==> src/rtl/cpu_pkg.sv <==
// cpu_pkg: shared definitions for the ALU control-step sequencer.
//   - ALU opcode encodings
//   - sequencer state enum
//   - op-class helpers: is_unary, is_wide, is_supported
package cpu_pkg;

  localparam int OPC_W = 5;
  localparam int REG_IDX_W = 4;

  localparam logic [OPC_W-1:0] OP_ADD = 5'b00011;
  localparam logic [OPC_W-1:0] OP_SUB = 5'b00100;
  localparam logic [OPC_W-1:0] OP_AND = 5'b00101;
  localparam logic [OPC_W-1:0] OP_OR  = 5'b00110;
  localparam logic [OPC_W-1:0] OP_NEG = 5'b01001;
  localparam logic [OPC_W-1:0] OP_NOT = 5'b01010;
  localparam logic [OPC_W-1:0] OP_MUL = 5'b01111;
  localparam logic [OPC_W-1:0] OP_DIV = 5'b10000;

  typedef enum logic [2:0] {
    S_IDLE = 3'd0,
    S_TY   = 3'd1,  // first operand into Y
    S_TOP  = 3'd2,  // ALU operates, result into Z
    S_TLO  = 3'd3,  // Z low half written back
    S_THI  = 3'd4   // Z high half written back (wide ops only)
  } state_t;

  function automatic logic is_binary(input logic [OPC_W-1:0] opc);
    return (opc == OP_ADD) || (opc == OP_SUB) || (opc == OP_AND) || (opc == OP_OR);
  endfunction

  function automatic logic is_unary(input logic [OPC_W-1:0] opc);
    return (opc == OP_NEG) || (opc == OP_NOT);
  endfunction

  function automatic logic is_wide(input logic [OPC_W-1:0] opc);
    return (opc == OP_MUL) || (opc == OP_DIV);
  endfunction

  function automatic logic is_supported(input logic [OPC_W-1:0] opc);
    return is_binary(opc) || is_unary(opc) || is_wide(opc);
  endfunction

endpackage

==> src/rtl/onehot_dec.sv <==
// onehot_dec: 4-bit index to NREG-wide one-hot decoder with enable.
//   en   in  1          : when low, every output bit is 0
//   idx  in  4          : bit to set; indices >= NREG set nothing
//   dec  out NREG       : one-hot result
module onehot_dec #(
  parameter int NREG = 16
) (
  input  logic            en,
  input  logic [3:0]      idx,
  output logic [NREG-1:0] dec
);

  for (genvar i = 0; i < NREG; i++) begin : g_bit
    assign dec[i] = en && (32'(idx) == i);
  end

endmodule

==> src/rtl/alu_sequencer.sv <==
// alu_sequencer: steps data_path through one ALU instruction at a time.
//   Clock                in  1    : rising-edge clock
//   clear                in  1    : async active-low reset
//   start                in  1    : instruction valid, sampled in IDLE only
//   opcode/ra/rb/rc      in  5/4/4/4 : decoded instruction
//   busy, done, err      out 1    : handshake / status
//   op                   out 5    : latched ALU select
//   Rout, Rin            out NREG : one-hot register drive / load strobes
//   Yin, Zhighin, Zlowin, Zhighout, Zlowout, HIin, LOin out 1 : datapath strobes
// Every output is a flop loaded from values decoded off the next state, so a
// strobe is stable for the whole cycle in which its state is current.
module alu_sequencer
  import cpu_pkg::*;
#(
  parameter int NREG = 16
) (
  input  logic            Clock,
  input  logic            clear,
  input  logic            start,
  input  logic [4:0]      opcode,
  input  logic [3:0]      ra,
  input  logic [3:0]      rb,
  input  logic [3:0]      rc,
  output logic            busy,
  output logic            done,
  output logic            err,
  output logic [4:0]      op,
  output logic [NREG-1:0] Rout,
  output logic [NREG-1:0] Rin,
  output logic            Yin,
  output logic            Zhighin,
  output logic            Zlowin,
  output logic            Zhighout,
  output logic            Zlowout,
  output logic            HIin,
  output logic            LOin
);

  state_t     state, nstate;
  logic [3:0] ra_q, rb_q, rc_q;

  // In IDLE the fields about to be latched come straight from the inputs so
  // the first step's strobes can be decoded on the acceptance edge.
  logic       in_idle;
  logic [4:0] sel_op;
  logic [3:0] sel_ra, sel_rb, sel_rc;
  logic       accept, reject;

  assign in_idle = (state == S_IDLE);
  assign sel_op  = in_idle ? opcode : op;
  assign sel_ra  = in_idle ? ra : ra_q;
  assign sel_rb  = in_idle ? rb : rb_q;
  assign sel_rc  = in_idle ? rc : rc_q;
  assign accept  = in_idle && start &&  is_supported(opcode);
  assign reject  = in_idle && start && !is_supported(opcode);

  // next state
  always_comb begin
    nstate = state;
    case (state)
      S_IDLE: if (accept) nstate = is_unary(opcode) ? S_TOP : S_TY;
      S_TY:   nstate = S_TOP;
      S_TOP:  nstate = S_TLO;
      S_TLO:  nstate = is_wide(op) ? S_THI : S_IDLE;
      S_THI:  nstate = S_IDLE;
      default: nstate = S_IDLE;
    endcase
  end

  // strobe decode from next state
  logic            rout_en_n, rin_en_n;
  logic [3:0]      rout_idx_n, rin_idx_n;
  logic            yin_n, zhin_n, zlin_n, zhout_n, zlout_n, hiin_n, loin_n;
  logic            done_n;
  logic [NREG-1:0] rout_n, rin_n;

  always_comb begin
    rout_en_n  = 1'b0;
    rout_idx_n = '0;
    rin_en_n   = 1'b0;
    rin_idx_n  = '0;
    yin_n      = 1'b0;
    zhin_n     = 1'b0;
    zlin_n     = 1'b0;
    zhout_n    = 1'b0;
    zlout_n    = 1'b0;
    hiin_n     = 1'b0;
    loin_n     = 1'b0;
    done_n     = 1'b0;
    case (nstate)
      S_TY: begin
        rout_en_n  = 1'b1;
        rout_idx_n = sel_rb;
        yin_n      = 1'b1;
      end
      S_TOP: begin
        // unary ops have no Y cycle: their sole operand goes on the bus here
        rout_en_n  = 1'b1;
        rout_idx_n = is_unary(sel_op) ? sel_rb : sel_rc;
        zhin_n     = 1'b1;
        zlin_n     = 1'b1;
      end
      S_TLO: begin
        zlout_n = 1'b1;
        if (is_wide(sel_op)) begin
          loin_n = 1'b1;
        end else begin
          rin_en_n  = 1'b1;
          rin_idx_n = sel_ra;
          done_n    = 1'b1;
        end
      end
      S_THI: begin
        zhout_n = 1'b1;
        hiin_n  = 1'b1;
        done_n  = 1'b1;
      end
      default: ;
    endcase
  end

  onehot_dec #(.NREG(NREG)) u_rout_dec (
    .en  (rout_en_n),
    .idx (rout_idx_n),
    .dec (rout_n)
  );

  onehot_dec #(.NREG(NREG)) u_rin_dec (
    .en  (rin_en_n),
    .idx (rin_idx_n),
    .dec (rin_n)
  );

  // state, latched instruction, registered outputs
  always_ff @(posedge Clock or negedge clear) begin
    if (!clear) begin
      state    <= S_IDLE;
      ra_q     <= '0;
      rb_q     <= '0;
      rc_q     <= '0;
      op       <= '0;
      busy     <= 1'b0;
      done     <= 1'b0;
      err      <= 1'b0;
      Rout     <= '0;
      Rin      <= '0;
      Yin      <= 1'b0;
      Zhighin  <= 1'b0;
      Zlowin   <= 1'b0;
      Zhighout <= 1'b0;
      Zlowout  <= 1'b0;
      HIin     <= 1'b0;
      LOin     <= 1'b0;
    end else begin
      state <= nstate;
      if (accept) begin
        op   <= opcode;
        ra_q <= ra;
        rb_q <= rb;
        rc_q <= rc;
      end
      busy     <= (nstate != S_IDLE);
      done     <= done_n;
      err      <= reject;
      Rout     <= rout_n;
      Rin      <= rin_n;
      Yin      <= yin_n;
      Zhighin  <= zhin_n;
      Zlowin   <= zlin_n;
      Zhighout <= zhout_n;
      Zlowout  <= zlout_n;
      HIin     <= hiin_n;
      LOin     <= loin_n;
    end
  end

endmodule

==> config.mk <==
export PLATFORM = sky130hd
export DESIGN_NAME = alu_sequencer
export DESIGN_NICKNAME = d
export VERILOG_FILES = /design/src/rtl/cpu_pkg.sv /design/src/rtl/onehot_dec.sv /design/src/rtl/alu_sequencer.sv
export SDC_FILE = /design/constraint.sdc
export NUM_CORES = 1
export LEC_CHECK = 0
export BUFFER_PORTS_ARGS = -buffer_cell sky130_fd_sc_hd__buf_2
export CAP_MARGIN = 20
export CORE_ASPECT_RATIO = 1.25
export CORE_MARGIN = 4
export CORE_UTILIZATION = 56
export DETAILED_ROUTE_END_ITERATION = 12
export PLACE_DENSITY = 0.81
export RECOVER_POWER = 50
export SETUP_SLACK_MARGIN = 0.02
export SLEW_MARGIN = 10
export SYNTH_ARGS = -nofsm -noshare
export SYNTH_HDL_FRONTEND = slang
export SYNTH_HIERARCHICAL = 1
export SYNTH_SLANG_ARGS = --single-unit
export TNS_END_PERCENT = 10
==> constraint.sdc <==
create_clock -name Clock -period 4.4 [get_ports Clock]
set_input_delay 1.1 -clock Clock [delete_from_list [all_inputs] [get_ports Clock]]
set_output_delay 1.1 -clock Clock [all_outputs]
set_load 0.03 [all_outputs]
==> flow_metrics.tcl, run 1 <==
set metrics [dict create \
    vias_per_cell 5.268 \
    ys.flop_type "dfrtp_1" \
    clk_latency_ps 320 \
    critPathMaxFanout 10 \
    diodes 0 \
    fp.coreArea_um2 4493 \
    grt_pass1_vias 1920 \
    htreeDepth 3 \
    drc_errors 0 \
    final_core_util 0.7018 \
    place_area_um2 3004 \
    synth.distinct_cells 46 \
    slew_headroom 0.1526 \
    path_buf_inv 1 \
    final_nets 320 \
    skew_ps 6.000 \
    dp_hpwl_mm 3.887 \
    maxSlewViolCount 0 \
    fmax_mhz 305.7 \
    cp_cell_sequence "buf_2, nor3b_1, a31oi_1, or3_1, o32ai_1, nand2_1, nor2_1" \
    critPathCaptureType "flop" \
    start_util 0.5884 \
    tritoncts_num_sinks 60 \
    synthCells 229 \
    power_density_nw_per_um2 610.4 \
    multi_input_area_um2 1023 \
    hold_viol 0 \
    portBuffers 66 \
    drv_cap 0 \
    crit_path_top_delay_cell "o32ai_1" \
    worstSetupStartpointType "input pin" \
    clk_path_buf_depth 2 \
    ys_top_cells_by_count "dfrtp_1 (60), nor2_1 (36), inv_1 (13), nand2_1 (13)" \
    antenna_found_initial 0 \
    routabilityCongestion 0.8450 \
    rows 27 \
    setup_tns_ps 0 \
    drt_iter0_drc 121 \
    setup_violations 0 \
    cts_resized 0 \
    synth_top_area_share 0.5679 \
    finalWirelength_mm 5.199 \
    cts_hold_buf 0 \
    layout-drive-gt1-share 0.2895 \
    post-route-period-util 0.7434 \
    die-area_um2 5891 \
    ys_seq_area_frac 0.5679 \
    grt_pass1_wl_mm 8.783 \
    critPathTopFamily "simple AND/OR/NAND/NOR gates" \
    syn_area_um2 2644 \
    die_h_um 84.82 \
    synth-seq-cells 60 \
    crit_required_ps 4650 \
    grt.total_usage 0.1917 \
    ios 67 \
    ys_top_cells_by_area "dfrtp_1 (57%), mux2_4 (5.7%), nor2_1 (5.1%)" \
    async_reset_ff_frac 1.000 \
    worst_slew_pin_slew_ps 1271 \
    vdd_drop_max_mv 0.3821 \
    worstPathArrival_ps 3520 \
    syn_area_per_cell_um2 11.54 \
    dieWidth_um 69.46 \
    post-route-min-period_ps 3271 \
    grt_max_degree 37 \
    design_area_um2 3153 \
    clockRootBuffer "clkbuf_8" \
    firstDrtPassIters 4 \
    cts_buffers 9 \
    grt-ovfl-total 0 \
    seqCellArea_um2 1501 \
    yosys.area.top_type "dfrtp_1" \
    rsz0062_at_grt "false" \
    syn_to_final_growth_pct 19.26 \
    ant_nets 0 \
    outcome "finished, final reports clean" \
    post_cts_buffers 0 \
    yosysMostFrequentCell "dfrtp_1" \
    p_leak_uw 0.001610 \
    cpPeakStageDelay_ps 750 \
    synth_edf_count 0 \
    cts_tree "built" \
    synth_nets 249 \
    ys_warn_count 6 \
    fillCellCount 335 \
    critPathKind "input pin to flop" \
    clk_pin_slew_ps 60 \
    num_vias 1907 \
    drt-wirelength-per-cell_um 14.36 \
    hold_path_class "flop to flop" \
]
[per-layer routing]
layer | global-route usage | up-vias | share of wire
met1 | 0.2186 | 898 | 0.40
met4 | 0.08881 | 0 | 0.013
li1 | - | 939 | -
met3 | 0.05450 | 6 | 0.068
met5 | 0 | - | 0
met2 | 0.3325 | 64 | 0.52
[sequential cells by signal, summed over array words and instances (netlist names), 3 cells and up]
signal  count
Rout       16
rb_q        4
state       3
rc_q        4
ra_q        4
Rin        16
op          5
[cells in the final DEF (no fill, tap or decap), drive strengths merged, types with 2 or more instances in the layout]
cell and n:
mux2 16, mux2i 5, o41ai 2, dfrtp 60, o32ai 4, nand3b 4, clkinvlp 2, and3b 2
nor3 13, clkbuf 29, or3b 2, nand3 4, nor3b 3, a21boi 2, nand2 13, or2 2
a211oi 4, or3 2, xnor2 2, nand2b 6, and2 5, clkinv 2, inv 13, nor2 36
buf 51, and3 5
[worst register-to-register path: stages (launching register included)]
cell      delay, ps
dfrtp_1         410
nand2b_1        170
or3_1           470
mux2_2          320
o32ai_1         710
nand2_1         230
nor2_1          170
[report_power, final]
group / total (uW) / internal, uW / leakage (uW) / switching, uW
Combinational: 732 / 293 / 0.000727 / 439
Clock: 426 / 229 / 0.0000872 / 197
Sequential: 766 / 682 / 0.000795 / 84.4
[logic make-up after synthesis]
logic type                synth area share
xor gates and xnor gates           0.01278
DFF                                 0.5679
buffers and inverters              0.04307
muxes                               0.1013
AOI/OAI and AO/OA                  0.06910
and+or+nand+nor                     0.2059
[stage by stage]
step | hold slack, ps | setup WS [ps] | std cells | power (uW)
2_1_floorplan | 458.8 | 1338 | 229 | 1333
3_3_place_gp | 469.0 | 1124 | 347 | 1496
3_5_place_dp | 475.5 | 1016 | 347 | 1513
4_1_cts | 491.4 | 1349 | 362 | 1949
5_1_grt | 493.3 | 870.2 | 362 | 2051
6_report | 492.9 | 1129 | 362 | 1924
[layout make-up]
class	count	area share
Tap cell	58	0.02302
Inverter	13	0.01548
Timing Repair Buffer	69	0.1048
Multi-Input combinational cell	147	0.3246
Clock buffer	11	0.04802
Clock inverter	4	0.007937
Sequential cell	60	0.4762
[path summary, 6_finish.rpt]
path                       slack [ps]       from  endpoint  depth (start not counted)
hold reg to reg                   490    rc_q[1]   rc_q[1]                          1
setup / recovery                 1130  opcode[3]  Rout[11]                          7
min in group asynchronous        1030      clear    Rin[4]                          1
max in group asynchronous        2280      clear   rc_q[2]                          2
hold / removal                    490    rc_q[1]   rc_q[1]                          1
setup reg to reg                 1860      op[4]  Rout[11]                          6
Power figures use the tool's default switching activity.
==> inputs of run 2 (changes only) <==
--- a/config.mk
+++ b/config.mk
@@ -9,9 +9,9 @@
 export CAP_MARGIN = 20
 export CORE_ASPECT_RATIO = 1.25
 export CORE_MARGIN = 4
-export CORE_UTILIZATION = 56
+export CORE_UTILIZATION = 52
 export DETAILED_ROUTE_END_ITERATION = 12
-export PLACE_DENSITY = 0.81
+export PLACE_DENSITY = 0.75
 export RECOVER_POWER = 50
 export SETUP_SLACK_MARGIN = 0.02
 export SLEW_MARGIN = 10
==> constraint.sdc (replaced) <==
create_clock -name Clock -period 3.1 [get_ports Clock]
set_input_delay 0.775 -clock Clock [delete_from_list [all_inputs] [get_ports Clock]]
set_output_delay 0.775 -clock Clock [all_outputs]
set_load 0.03 [all_outputs]
==> run 2 against run 1 <==
Net effect:
- clock power up 100%
- sequential power up 42%
- setup slack worse by 530 ps
- largest cell class unchanged
- highest routed layer unchanged
==> flow_metrics.tcl, run 2 (synthesis results as in run 1) <==
set metrics [dict create \
    power.internal_uw 1972 \
    clk_pin_slew_ps 60 \
    crit_required_ps 3350 \
    critPathCaptureType "flop" \
    skew_ps 4.181 \
    post_cts_buffers 0 \
    syn_to_final_growth_pct 22.81 \
    power.switching_uw 1056 \
    fp.coreArea_um2 4835 \
    power_density_nw_per_um2 932.5 \
    antenna_found_initial 0 \
    min_delay_path_depth 1 \
    setup_tns_ps 0 \
    grt_max_degree 61 \
    worst_slack_ps 598.8 \
    clk_latency_ps 330 \
    cts_tree "built" \
    crit_path_top_delay_cell "o32ai_1" \
    routabilityCongestion 0.8297 \
    drv_cap 0 \
    setup_violations 0 \
    ios 67 \
    design_area_um2 3247 \
    slew_headroom 0.06043 \
    cp_cell_sequence "buf_2, nor3b_2, a31oi_1, or3_1, o32ai_1, nand3b_1, nor3_1" \
    rsz0062_at_grt "false" \
    start_util 0.5468 \
    tritoncts_num_sinks 60 \
    largest_registers "Rin (16), Rout (16), op (5)" \
    fillCellCount 395 \
    clkPwrFrac 0.287 \
    firstDrtPassIters 4 \
    p_leak_uw 0.001658 \
    clk_path_buf_depth 2 \
    place_area_um2 3022 \
    grt_pass1_vias 1928 \
    num_vias 1942 \
    drc_errors 0 \
    finalWirelength_mm 5.459 \
    drt_iter0_drc 115 \
    clockRootBuffer "clkbuf_8" \
    post-route-min-period_ps 2501 \
    cpPeakStageDelay_ps 490 \
    cts_hold_buf 0 \
    dp_hpwl_mm 3.840 \
    cp.depth 7 \
    die_h_um 87.72 \
    hold_path_class "flop to flop" \
    maxSlewViolCount 0 \
    fin_cells 367 \
    worst_slew_pin_slew_ps 1409 \
    final_nets 322 \
    dpl_worst_slack_ps 284.1 \
    cts_buffers 9 \
    critPathTopFamily "simple AND/OR/NAND/NOR gates" \
    worstSetupStartpointType "input pin" \
    worst_r2r_path_depth 6 \
    mostFrequentLayoutCells "dfrtp_1 (60), buf_2 (48), nor2_1 (36), clkbuf_1 (19)" \
    fmax_mhz 399.8 \
    critPathMaxFanout 10 \
    p_sw_frac 0.3487 \
    outcome "finished, final reports clean" \
    post-route-period-util 0.8068 \
    layout-drive-gt1-share 0.2964 \
    worstPathArrival_ps 2750 \
    vdd_drop_max_mv 0.5346 \
    grt.total_usage 0.1886 \
    htreeDepth 3 \
    ant_nets 0 \
    rows 28 \
    drt-wirelength-per-cell_um 14.87 \
    hold_viol 0 \
    diodes 0 \
    grt-ovfl-total 0 \
    cts_resized 0 \
    vias_per_cell 5.292 \
    dieWidth_um 71.78 \
    final_common_cell "dfrtp_1" \
    path_buf_inv 1 \
    grt_pass1_wl_mm 8.901 \
    portBuffers 66 \
    critPathKind "input pin to flop" \
    combPwrFrac 0.352 \
    pwr-share-seq 0.361 \
    die-area_um2 6296 \
    post-place-cells 351 \
]
run 2: changes by cell type in the layout (fill, tap and decap cells not counted), sizes merged:
| cell | delta |
|---|---|
| buf | +1 |
| bufinv | +3 |
| clkbuf | +2 |
| clkinv | -1 |
| clkinvlp | -2 |
run 2: worst reg2reg max path: stages, from the launching register on:
cell and delay [ps]:
dfrtp_1 430, or4b_1 540, o22a_1 250, and3_1 300, and2_1 250, or3b_4 440, nor3_2 110
run 2: cell type report:
type                       count  area [um^2]  share of cell area
clock buffer                  12        155.1             0.04778
clock inverter                 4        95.09             0.02929
inverter                      13        48.80             0.01503
multi-input combinational    147         1028              0.3168
sequential                    60         1501              0.4624
tap                           60        75.07             0.02312
timing repair buffer          71        342.8              0.1056
run 2: worst paths after layout:
kind,start,to,slack [ps]
max reg2reg,op[1],Rin[0],710
min reg2reg,rc_q[0],rc_q[0],490
max in group asynchronous,clear,rc_q[0],1400
min,rc_q[0],rc_q[0],490
min in group asynchronous,clear,Rin[10],850
max,opcode[3],Rout[4],600
run 2: per-stage QoR:
stage / hold WS [ps] / util / power [uW]
floorplan: 458.8 / - / 1892
detailed placement: 475.6 / 0.6250 / 2167
finish: 494.3 / 0.6716 / 3028
CTS: 496.9 / 0.6768 / 3056
global route: 522.9 / 0.6716 / 3206
global placement: 469.8 / 0.6250 / 2147
run 2: per-layer routing:
layer	routed length (um)	vias to the layer above	share of wire	track usage
met1	2242	925	0.41	0.2196
met2	2654	65	0.49	0.3069
met4	143	0	0.026	0.1009
met5	0	-	0	0
met3	419	13	0.077	0.06544
li1	-	939	-	-
run 2: power groups by stage:
| stage | sequential [uW] | combinational, uW | clock [uW] |
|---|---|---|---|
| 2_1_floorplan | 1260 | 636 | 0 |
| 3_3_place_gp | 1100 | 1050 | 0 |
| 3_5_place_dp | 1100 | 1070 | 0 |
| 4_1_cts | 1090 | 1080 | 886 |
| 5_1_grt | 1110 | 1160 | 932 |
| 6_report | 1090 | 1070 | 870 |
==> inputs of run 3 (changes only) <==
--- a/config.mk
+++ b/config.mk
@@ -5,13 +5,14 @@
 export SDC_FILE = /design/constraint.sdc
 export NUM_CORES = 1
 export LEC_CHECK = 0
+export ABC_AREA = 1
 export BUFFER_PORTS_ARGS = -buffer_cell sky130_fd_sc_hd__buf_2
 export CAP_MARGIN = 20
 export CORE_ASPECT_RATIO = 1.25
 export CORE_MARGIN = 4
-export CORE_UTILIZATION = 52
+export CORE_UTILIZATION = 47
 export DETAILED_ROUTE_END_ITERATION = 12
-export PLACE_DENSITY = 0.75
+export PLACE_DENSITY = 0.72
 export RECOVER_POWER = 50
 export SETUP_SLACK_MARGIN = 0.02
 export SLEW_MARGIN = 10
==> constraint.sdc (replaced) <==
create_clock -name Clock -period 2.04 [get_ports Clock]
set_input_delay 0.51 -clock Clock [delete_from_list [all_inputs] [get_ports Clock]]
set_output_delay 0.51 -clock Clock [all_outputs]
set_load 0.03 [all_outputs]
==> run 3 against run 2 <==
Net effect:
- the flow now finishes with violations (setup timing)
- wire length rose by 4.4%
- register-to-register slack got worse by 730 ps
- sequential power rose by 50%
- critical path type is now flop to flop
- flip-flop and latch count did not move
- die area rose by 10%
- combinational power rose to 2.6 times the previous value
- synthesized area rose by 0.76%
- largest power group is now combinational logic
- clock-buffer cell count fell by 1
- global-route usage fell by 1.9 points
- utilization fell by 4.2 points
==> flow_metrics.tcl, run 3 <==
set metrics [dict create \
    die-area_um2 6944 \
    critPathTopFamily "simple AND/OR/NAND/NOR gates" \
    p_leak_uw 0.001845 \
    finalWirelength_mm 5.700 \
    fmax_mhz 486.2 \
    dp_hpwl_mm 3.930 \
    critPathKind "flop to flop" \
    synth_nets 327 \
    final_nets 409 \
    maxSlewViolCount 0 \
    skew_ps 4.624 \
    syn_to_final_growth_pct 29.54 \
    final_common_cell "nand2_1" \
    diodes 0 \
    synth_top_area_share 0.5636 \
    portBuffers 66 \
    syn_area_um2 2664 \
    yosysMostFrequentCell "nand2_1" \
    rows 30 \
    grt.total_usage 0.1692 \
    grtUsageMet2 0.2781 \
    crit_path_top_delay_cell "dfrtp_1" \
    start_util 0.4861 \
    fillCellCount 485 \
    rsz0062_at_grt "true" \
    critPathMaxFanout 6 \
    ys_top_cells_by_area "dfrtp_1 (56%), nand2_1 (11%), nor2_1 (6.1%)" \
    design_area_um2 3451 \
    async_reset_ff_frac 1.000 \
    cp_cell_sequence "nor2_4, nand2_8, nand2_1, o21ai_4, a21oi_4, buf_4, nand3_1, nand2_1, nand2_1, nand2_2, buf_4, nand2_1, nor2_1" \
    clk_path_buf_depth 2 \
    synthCells 307 \
    cpPeakStageDelay_ps 410 \
    clockRootBuffer "clkbuf_8" \
    grt_pass1_vias 2166 \
    drc_errors 0 \
    htreeDepth 3 \
    seqCellArea_um2 1501 \
    violations "setup timing" \
    worst_slack_ps -16.70 \
    mostFrequentLayoutCells "nand2_1 (71), buf_2 (66), dfrtp_1 (60), nor2_1 (35), inv_1 (31)" \
    firstDrtPassIters 4 \
    multi_input_area_um2 1136 \
    drv_cap 0 \
    worst_r2r_path_depth 13 \
    worst_slew_pin_slew_ps 1428 \
    grt_use_met1 0.2054 \
    reg2reg_to "Rout[1]" \
    syn_area_per_cell_um2 8.677 \
    drt-wirelength-per-cell_um 12.47 \
    hold_viol 0 \
    outcome "complete, but fails checks" \
    r2r-start "state[0]" \
    worstPathArrival_ps 2320 \
    post-route-period-util 1.008 \
    post-route-min-period_ps 2057 \
    ios 67 \
    worstSetupStartpointType "flop" \
    vdd_drop_max_mv 0.7358 \
    dieWidth_um 75.34 \
    die_h_um 92.17 \
    min_delay_path_depth 3 \
    synth_edf_count 0 \
    largest_registers "Rin (16), Rout (16), op (5)" \
    synth.distinct_cells 27 \
    vias_per_cell 4.906 \
    critPathCaptureType "flop" \
    grt_busiest_layer "met2" \
    slew_headroom 0.04795 \
    power_density_nw_per_um2 1541 \
    drt_iter0_drc 165 \
    cts_tree "built" \
    critPathMostFrequentCell "nand2_1" \
    crit_required_ps 2310 \
    clk_pin_slew_ps 70 \
    fp.coreArea_um2 5480 \
    cts_buffers 9 \
    ant_nets 0 \
    routabilityCongestion 0.8628 \
    ys.flop_type "dfrtp_1" \
    antenna_found_initial 0 \
    tritoncts_num_sinks 60 \
    ys_top_cells_by_count "nand2_1 (78), dfrtp_1 (60), nor2_1 (43)" \
    clk_latency_ps 330 \
    synth-seq-cells 60 \
    ys_seq_area_frac 0.5636 \
    grt-ovfl-total 0 \
    hold_path_class "input pin to flop" \
    fin_cells 457 \
    post-place-cells 439 \
    r2r_slack_ps -20 \
    finalPower_uw 5319 \
    num_vias 2242 \
    yosys.area.top_type "dfrtp_1" \
    layout-drive-gt1-share 0.3486 \
    place_area_um2 3094 \
    final_core_util 0.6297 \
    min_from "rc[3]" \
    ys_warn_count 6 \
    grt.met3_usage 0.03070 \
    min_to "rc_q[3]" \
    path_buf_inv 2 \
    setup_violations 1 \
    grt_max_degree 61 \
    grt_pass1_wl_mm 9.218 \
]
run 3: cell types whose count changed in the layout (fill, tap and decap cells not counted), sizes merged, moves of 8 or more:
| cell | change |
|---|---|
| buf | +24 |
| clkbuf | -19 |
| inv | +24 |
| mux2 | -16 |
| nand2 | +73 |
| nand3 | +22 |
| nor2 | +9 |
| nor3 | -8 |
| o21ai | +35 |
run 3: worst max-delay path by stage:
stage	cells past startpoint	from	to
detailed placement	14	opcode[2]	Rout[8]
global placement	10	state[1]	Rin[10]
CTS	14	state[1]	Rout[8]
global route	11	state[0]	Rout[1]
finish	13	state[0]	Rout[1]
floorplan	12	state[1]	Rin[8]
run 3: tightest hold or removal path: cells and delay by family:
| family | cells | cell delay [ps] |
|---|---|---|
| buf+inv | 2 | 140 |
| compound gates | 1 | 80 |
run 3: cell families after synthesis:
logic type / Yosys count / synth area share
flip-flops: 60 / 0.5636
AO/OA/AOI/OAI: 39 / 0.09253
buffers and inverters: 44 / 0.07562
AND/OR/NAND/NOR: 164 / 0.2682
run 3: per-stage QoR:
step           setup TNS, ps  setup slack [ps]  hold slack, ps
3_5_place_dp          -147.3            -29.22           471.1
2_1_floorplan              0             165.4           214.4
4_1_cts                    0             20.49           186.2
3_3_place_gp               0             25.05           464.0
5_1_grt                -2372            -118.4           461.6
6_report              -16.70            -16.70           444.7
run 3: where the power goes:
part	switching [uW]	internal [uW]	total (uW)
sequential	162	1480	1640
combinational	1860	870	2730
clock	454	495	949
total	2480	2840	5320
run 3: cell type report:
cell class,instances,area share
Tap cell,64,0.02321
Clock buffer,11,0.04387
Sequential cell,60,0.4351
Clock inverter,4,0.007252
Inverter,37,0.04242
Multi-Input combinational cell,204,0.3292
Timing Repair Buffer,77,0.1189
run 3: what timing repair did:
action                     4_1_cts  5_1_grt
cloned                           0        1
setup endpoints to repair       18       32
resized for setup                5       39
pin swaps                        0       14
buffers inserted                 0        2
hold buffers                     0        0
run 3: metal layers:
layer | routed length [um] | vias up
li1 | - | 1129
met5 | 0 | -
met1 | 2302 | 1028
met4 | 127 | 0
met2 | 2920 | 72
met3 | 349 | 13
